`src/rtl/t02_mem_arbiter.sv`:
```
// Two-port (instruction fetch / load-store) arbiter in front of the Wishbone manager, with watchdog.
// Define T02_MEM_ARB_RR_EN for round-robin tie-break; otherwise D has fixed priority over I.
module t02_mem_arbiter #(
    parameter int unsigned ADDR_W         = 32,
    parameter int unsigned DATA_W         = 32,
    parameter int unsigned TIMEOUT_CYCLES = 1024
) (
    input  logic              clk,
    input  logic              nrst,
    input  logic              en,
    input  logic              i_ren,
    input  logic [ADDR_W-1:0] i_addr,
    output logic [DATA_W-1:0] i_rdata,
    output logic              i_ack,
    input  logic              d_ren,
    input  logic              d_wen,
    input  logic [ADDR_W-1:0] d_addr,
    input  logic [DATA_W-1:0] d_wdata,
    input  logic [3:0]        d_sel,
    output logic [DATA_W-1:0] d_rdata,
    output logic              d_ack,
    output logic [ADDR_W-1:0] mem_addr,
    output logic [DATA_W-1:0] mem_wdata,
    output logic [3:0]        mem_sel,
    output logic              mem_ren,
    output logic              mem_wen,
    input  logic [DATA_W-1:0] mem_rdata,
    input  logic              mem_busy,
    output logic              err,
    output logic              grant_d
);

    localparam int unsigned CntW = (TIMEOUT_CYCLES > 0) ? $clog2(TIMEOUT_CYCLES + 1) : 1;

    typedef enum logic [1:0] {StIdle, StIssue, StWait, StDone} state_e;

    state_e              state_q, state_d;
    logic [ADDR_W-1:0]   addr_q;
    logic [DATA_W-1:0]   wdata_q;
    logic [3:0]          sel_q;
    logic                write_q;
    logic                grant_d_q;
    logic                err_q;
    logic [CntW-1:0]     cnt_q;
    logic [DATA_W-1:0]   i_rdata_q, d_rdata_q;

    logic d_req, pick_d, grant, in_xfer, wd_hit, rd_capture;

    assign d_req = d_ren | d_wen;
`ifdef T02_MEM_ARB_RR_EN
    // On a tie the port not granted last wins; grant_d_q resets to 0 so D takes the first tie.
    assign pick_d = d_req & (~i_ren | ~grant_d_q);
`else
    assign pick_d = d_req;
`endif
    assign grant      = (state_q == StIdle) & en & (d_req | i_ren);
    assign in_xfer    = (state_q == StIssue) | (state_q == StWait);
    assign wd_hit     = (TIMEOUT_CYCLES != 0) && (cnt_q == CntW'(TIMEOUT_CYCLES));
    assign rd_capture = (state_q == StWait) & ~mem_busy & ~wd_hit & ~write_q;

    always_ff @(posedge clk or negedge nrst) begin
        if (!nrst) begin
            state_q <= StIdle;
        end else begin
            state_q <= state_d;
        end
    end

    always_comb begin
        state_d = state_q;
        unique case (state_q)
            StIdle:  if (grant) state_d = StIssue;
            StIssue: begin
                if (wd_hit)        state_d = StDone;
                else if (mem_busy) state_d = StWait;
            end
            StWait: begin
                if (wd_hit || !mem_busy) state_d = StDone;
            end
            StDone:  state_d = StIdle;
            default: state_d = StIdle;
        endcase
    end

    always_comb begin
        mem_ren = (state_q == StIssue) & ~write_q;
        mem_wen = (state_q == StIssue) & write_q;
        i_ack   = (state_q == StDone) & ~grant_d_q;
        d_ack   = (state_q == StDone) & grant_d_q;
        err     = (state_q == StDone) & err_q;
    end

    always_ff @(posedge clk or negedge nrst) begin
        if (!nrst) begin
            addr_q    <= '0;
            wdata_q   <= '0;
            sel_q     <= '0;
            write_q   <= 1'b0;
            grant_d_q <= 1'b0;
            err_q     <= 1'b0;
            cnt_q     <= '0;
            i_rdata_q <= '0;
            d_rdata_q <= '0;
        end else begin
            err_q <= in_xfer & wd_hit;
            if (grant) begin
                addr_q    <= pick_d ? d_addr : i_addr;
                wdata_q   <= pick_d ? d_wdata : '0;
                sel_q     <= pick_d ? d_sel : 4'hF;
                write_q   <= pick_d & d_wen;
                grant_d_q <= pick_d;
                cnt_q     <= '0;
            end else if (in_xfer && cnt_q != {CntW{1'b1}}) begin
                cnt_q <= cnt_q + 1'b1;
            end
            // A watchdog abort returns zero data to the winner.
            if (in_xfer && wd_hit) begin
                if (grant_d_q) d_rdata_q <= '0;
                else           i_rdata_q <= '0;
            end else if (rd_capture) begin
                if (grant_d_q) d_rdata_q <= mem_rdata;
                else           i_rdata_q <= mem_rdata;
            end
        end
    end

    assign mem_addr  = addr_q;
    assign mem_wdata = wdata_q;
    assign mem_sel   = sel_q;
    assign grant_d   = grant_d_q;
    assign i_rdata   = i_rdata_q;
    assign d_rdata   = d_rdata_q;

endmodule

```
`config.mk`:
```
export PLATFORM = sky130hd
export DESIGN_NAME = t02_mem_arbiter
export DESIGN_NICKNAME = d
export VERILOG_FILES = /design/src/rtl/t02_mem_arbiter.sv
export SDC_FILE = /design/constraint.sdc
export NUM_CORES = 1
export LEC_CHECK = 0
export BUFFER_PORTS_ARGS = -buffer_cell sky130_fd_sc_hd__buf_2
export CAP_MARGIN = 20
export CORE_MARGIN = 4
export CORE_UTILIZATION = 42
export DETAILED_ROUTE_END_ITERATION = 12
export PLACE_DENSITY = 0.76
export RECOVER_POWER = 50
export SLEW_MARGIN = 20
export SYNTH_ARGS = -nofsm -noshare
export SYNTH_HDL_FRONTEND = slang
export SYNTH_SLANG_ARGS = --single-unit
```
`constraint.sdc`:
```
create_clock -name clk -period 2.1 [get_ports clk]
set_clock_uncertainty 0.2 [all_clocks]
set_input_delay 0.42 -clock clk [delete_from_list [all_inputs] [get_ports clk]]
set_output_delay 0.42 -clock clk [all_outputs]
set_load 0.1 [all_outputs]
```
# After elaboration in Yosys (flattened, before gate mapping)
# Index checks and enable logic that the tools add are counted.
word_totals:
  register_bits: 148
  in_bits: 139
  output_inout_bits: 138
  elab_cells: 70
classes:
  addsub: 1
  eq_ne: 12
  mux: 18
  n_bitwise: 19
  reduce_logical: 10
op_table:
  columns: ["cell", "n"]
  rows:
  - ["32-bit two-way mux", 10]
  - ["11-bit two-way mux", 2]
  - ["1-bit bitwise AND", 12]
  - ["11-bit by 1-bit adder with 11-bit output (second input constant)", 1]
  - ["11-bit equality test (second input constant)", 1]
  - ["11-bit inequality test (second input constant)", 1]
  - ["2-bit inequality test (second input constant)", 5]
  - ["3-bit AND reduction", 3]
  - ["2-bit two-way mux", 4]
  - ["2-bit one-hot mux with 4 select lines", 1]
  - ["2-bit equality test (second input constant)", 2]
  - ["4-bit two-way mux", 1]
  - ["1-bit inverter", 4]
  - ["2-bit nonzero test", 2]
  - ["3-bit inequality test (second input constant)", 1]
  - ["1-bit OR", 3]
  - ["2-bit by 1-bit equality test with 1-bit output (second input constant)", 1]
  - ["1-bit logical AND", 2]
  - ["2-bit logical NOT", 1]
  - ["2-bit by 1-bit inequality test with 1-bit output (second input constant)", 1]
  - ["1-bit logical NOT", 1]
  - ["1-bit logical OR", 1]

# Longest topological paths before layout
logic_depth:
  ltp_word: 6
  ltp_mapped: 8
  mapped_depth_nobuf: 6

# Least setup slack after synthesis
# No wires, ideal clock.
synth_timing:
  path_kind: "flip-flop to output port"
  from: "register grant_d_q (netlist: grant_d)"
  to: "output i_ack"
  arrival_time_ns: 2.259
  required_ns: 1.480
  path_slack_ns: -0.779
  stages_incl_launch_ff: 2
  path_buffers: 0
  path_cell_list: "dfrtp_1 > nor2b_1"
synth_between:
  elab_chain_len: 2
synth_lines:
  columns: ["element", "line", "source"]
  rows:
  - ["start: declaration", "42", "logic grant_d_q;"]
  - ["start signal: assignment", "111", "grant_d_q <= pick_d;"]
  - ["1-bit inverter", "88", "i_ack = (state_q == StDone) & ~grant_d_q;"]
  - ["1-bit bitwise AND", "88", null]
  - ["end: declaration", "14", "output logic i_ack,"]
# Every way passes these cells.

# Final worst setup path
layout_timing:
  from: "register cnt_q[9]"
  to: "register d_rdata_q[20] (netlist: d_rdata[20])"
layout_between:
  elab_chain_len: 6
  word_cells_on_any_way: 10
  cone_classes: "3 x eq/ne; 1 x mux; 3 x bitwise; 3 x reduce/logical"
layout_lines:
  columns: ["element", "line", "source"]
  rows:
  - ["start: declaration", "44", "logic [CntW-1:0] cnt_q;"]
  - ["start signal: assignment", "114", "cnt_q <= cnt_q + 1'b1;"]
  - ["11-bit equality test (*)", "58", "assign wd_hit = (TIMEOUT_CYCLES != 0) && (cnt_q == CntW'(TIMEOUT_CYCLES));"]
  - ["1-bit inverter", "59", "assign rd_capture = (state_q == StWait) & ~mem_busy & ~wd_hit & ~write_q;"]
  - ["1-bit bitwise AND (2 in a row)", "59", null]
  - ["2-bit inequality test (no source line) or 2-bit nonzero test (tied branches)", null, null]
  - ["3-bit AND reduction (no source line)", null, null]
  - ["end signal: assignment", "121", "if (grant_d_q) d_rdata_q <= mem_rdata;"]
  - ["end: declaration", "45", "logic [DATA_W-1:0] i_rdata_q, d_rdata_q;"]
# Mark *: on every way between the ends. The rest lies on a longest branch, timed or not.
# A chain may end at the register's enable or synchronous reset.

==> reports/summary.txt <==
OUTCOME
----------------------------------------------------------------------------------
Status                                                                finished with violations
Failing checks                                                        negative setup slack

YOSYS
----------------------------------------------------------------------------------
Prevailing post-synth register cell                                   sky130_fd_sc_hd__dfrtp_1
Number of warning messages in the yosys log                                      0
Syn_nets                                                                       621
Sequential element share of the synthesized area                             61.3%
Mean instance size in the synthesized netlist                            12.7 um^2
Post-synth design cell area                                              6040 um^2
Async set-or-reset flop fraction in the synthesized netlist                   100%
Largest area contributor in the synthesized netlist                   sky130_fd_sc_hd__dfrtp_1
Number of flops mapped to enable cells by yosys                                  0
Most common library cells after synthesis                             sky130_fd_sc_hd__dfrtp_1 (148), sky130_fd_sc_hd__a22o_1 (97), sky130_fd_sc_hd__nand2_1 (40)
Most common cell in the netlist                                       sky130_fd_sc_hd__dfrtp_1
Cells taking the most area after synthesis                            sky130_fd_sc_hd__dfrtp_1 (61%), sky130_fd_sc_hd__a22o_1 (14%), sky130_fd_sc_hd__mux2i_1 (5.6%)
Proportion of netlist area held by the largest area contributor              61.3%
Synth unique cells                                                              41
Number of flip-flops and latches in the synthesized netlist                    148
Post-synthesis instance total                                                  475

STA
----------------------------------------------------------------------------------
Worst slew margin relative to its limit                                      22.2%
Total negative slack for setup checks                                     -3.51 ns
Transition time at the pin with the least slew margin                      1.17 ns
Post-Route Hold Slack                                                    0.0262 ns
Highest clock frequency the design can meet                                457 MHz
Slack of the critical path                                              -0.0871 ns
Final hold vios                                                                  0
Setup repair after global routing missed its margin                           true
# setup viols final                                                             65
Clock period minus final worst setup slack                                 2.19 ns
Final Cycle Share                                                             104%
Final Max Slew Viols                                                             0

PLACEMENT
----------------------------------------------------------------------------------
Number of buffer cells added on primary ports                                  276
Final RePlAce weighted congestion                                            0.834
Post-Place Cell Area                                                     7880 um^2
Hpwl dp                                                                    12.3 mm

SETUP PATH
----------------------------------------------------------------------------------
Crit-path max FO                                                                32
Kind of critical path                                                      reg2reg
CP Data Required Time                                                      2.20 ns
Highest-delay cell along the critical path                            sky130_fd_sc_hd__or4b_4
Worst path top cell family by delay                                   simple AND/OR/NAND/NOR gates
Crit path cell chain                                                  or4b_4, o31a_1, and2_1, buf_12, a22o_1
CP Data Arrival Time                                                       2.29 ns
Biggest cell delay along the critical path                                 0.57 ns
CP bufs+invs                                                                     1
Critical Path End Type                                                    register
Cell depth of the worst flop-to-flop path                                        5
Total stage count of the critical path                                           5
Crit path launch type                                                     register
Launching instance or port of the critical path                           cnt_q[9]
Internal reg-to-reg setup slack                                           -0.09 ns
Critical R2R Launch                                                       cnt_q[9]
Reg2reg end                                                            d_rdata[20]

FINISH
----------------------------------------------------------------------------------
Final nets                                                                     913
Sequential cell area                                                     3700 um^2
Signed area change from the synthesized netlist to the final layout          41.4%
Number of antenna diodes                                                         0
Post-route standard cell area excluding fillers                          8540 um^2
Number of fillers in the final layout                                         1160
Area occupied by multi-input gates                                       2210 um^2
Layout cells sized above 1                                                   46.7%

WORST HOLD PATH
----------------------------------------------------------------------------------
Hold path start                                                        d_wdata[15]
Class of the tightest hold or removal check                                 in2reg
Depth of the worst hold-timing path                                              2
Worst Hold End                                                        mem_wdata[15]

CTS
----------------------------------------------------------------------------------
Clock Tree Buf Depth                                                             2
Clock tree from TritonCTS                                                      yes
Clock transition at the registers of the reported paths                    0.07 ns
Worst-Skew Late Latency                                                    0.41 ns
CTS sink cnt                                                                   148
Cell at the root of the clock tree                                    sky130_fd_sc_hd__clkbuf_16
Number of buffers created by CTS                                                17
H-tree depth                                                                     4

DIE
----------------------------------------------------------------------------------
Number of placed I/O pins                                                      277
Die Span Y                                                                  128 um
Area of the core                                                        14000 um^2
Width of the chip                                                           128 um
Starting utilization of the core area                                        43.2%
Die area                                                                16400 um^2
Number of core rows                                                             43

GRT
----------------------------------------------------------------------------------
Total global-route track usage                                               20.4%
GRT overflow                                                                     0
Global-route wire length before repair                                     26.8 mm
Via count of the first global-routing pass                                    5260
Pin count of the biggest net entering global routing                            97
Antenna violations before repair                                                 0

FLOW RUN
----------------------------------------------------------------------------------
Max-cap check violation count                                                    0

ROUTE
----------------------------------------------------------------------------------
Pre-antenna DRT Iters                                                            4
Detailed-route via count                                                      5149
Initial DRC count                                                              266
Routed wirelength normalized by instance count                             17.6 um
Vias per cell                                                                 5.36
Drc violations                                                                   0
Post-DRT Antenna Nets                                                            0
Total detailed-routing wirelength                                          16.9 mm

==> flip-flops by register name (all words and copies together), names as in the netlist <==
signal,cells
write_q,1
grant_d,1
err_q,1
state_q,2
mem_addr,32
mem_sel,4
d_rdata,32
mem_wdata,32
cnt_q,11
i_rdata,32
==> area by class of cell <==
cell class,count,share of cell area [%]
Tap cell,180,2.64
Timing Repair Buffer,307,21.0
Clock inverter,15,1.85
Inverter,7,0.308
Multi-Input combinational cell,286,25.9
Clock buffer,17,4.98
Sequential cell,148,43.4
==> placed cells by master (no fill, tap or decap), drive strengths merged, types with 2 or more instances in the layout <==
cell / Yosys / routed
nor2: 11 / 11
nand3: 4 / 4
mux2i: 34 / 34
and2: 8 / 8
and3: 2 / 2
and4: 2 / 2
dfrtp: 148 / 148
a21oi: 5 / 5
a22o: 97 / 97
nand2: 40 / 40
clkinvlp: 0 / 4
buf: 16 / 285
nor2b: 2 / 2
clkbuf: 18 / 38
xnor2: 4 / 4
nor3: 3 / 3
or3: 3 / 3
o22a: 4 / 4
inv: 7 / 17
a31oi: 2 / 2
ha: 7 / 7
o21ai: 38 / 38
a41o: 2 / 2
a311oi: 2 / 2
==> worst max-delay path by stage <==
stage,endpoint,slack (ns)
after detailed placement,d_rdata[17],-0.09
after global routing,d_rdata[0],-0.15
after CTS,d_rdata[16],-0.09
after floorplan,d_rdata[10],-0.15
final,d_rdata[20],-0.09
after global placement,d_rdata[25],-0.04
==> through the flow <==
stage	utilization (%)	instances	setup slack [ns]
2_1_floorplan	-	475	-0.148
3_3_place_gp	56.3	923	-0.0367
3_5_place_dp	56.3	923	-0.0871
4_1_cts	60.8	958	-0.0903
5_1_grt	61.1	960	-0.152
6_report	61.1	960	-0.0871
==> metal layers <==
layer	track usage, %	vias to the layer above	part of all wire (%)
met5	0	-	0
met2	33.4	267	48
met3	5.29	19	9.2
met4	7.12	0	1.6
li1	-	2357	-
met1	26.4	2506	41
==> logic make-up after synthesis <==
kind of cell	synth area share, %
muxes	5.82
buffers and inverters	3.81
xor gates and xnor gates	0.580
and+or+nand+nor	6.73
adders and majority gates	1.45
DFF	61.3
AOI/OAI and AO/OA	20.3
==> repair_timing <==
action,in CTS,in global routing
buffers inserted,2,2
pin swaps,0,2
endpoints found under the setup margin,67,74
endpoints found under the hold margin,42,0
resized for setup,4,10
hold buffers,1,0
Power is left out: the tool's default activity adds up to more than one toggle a clock period on the data nets, which glitch-free logic cannot reach.
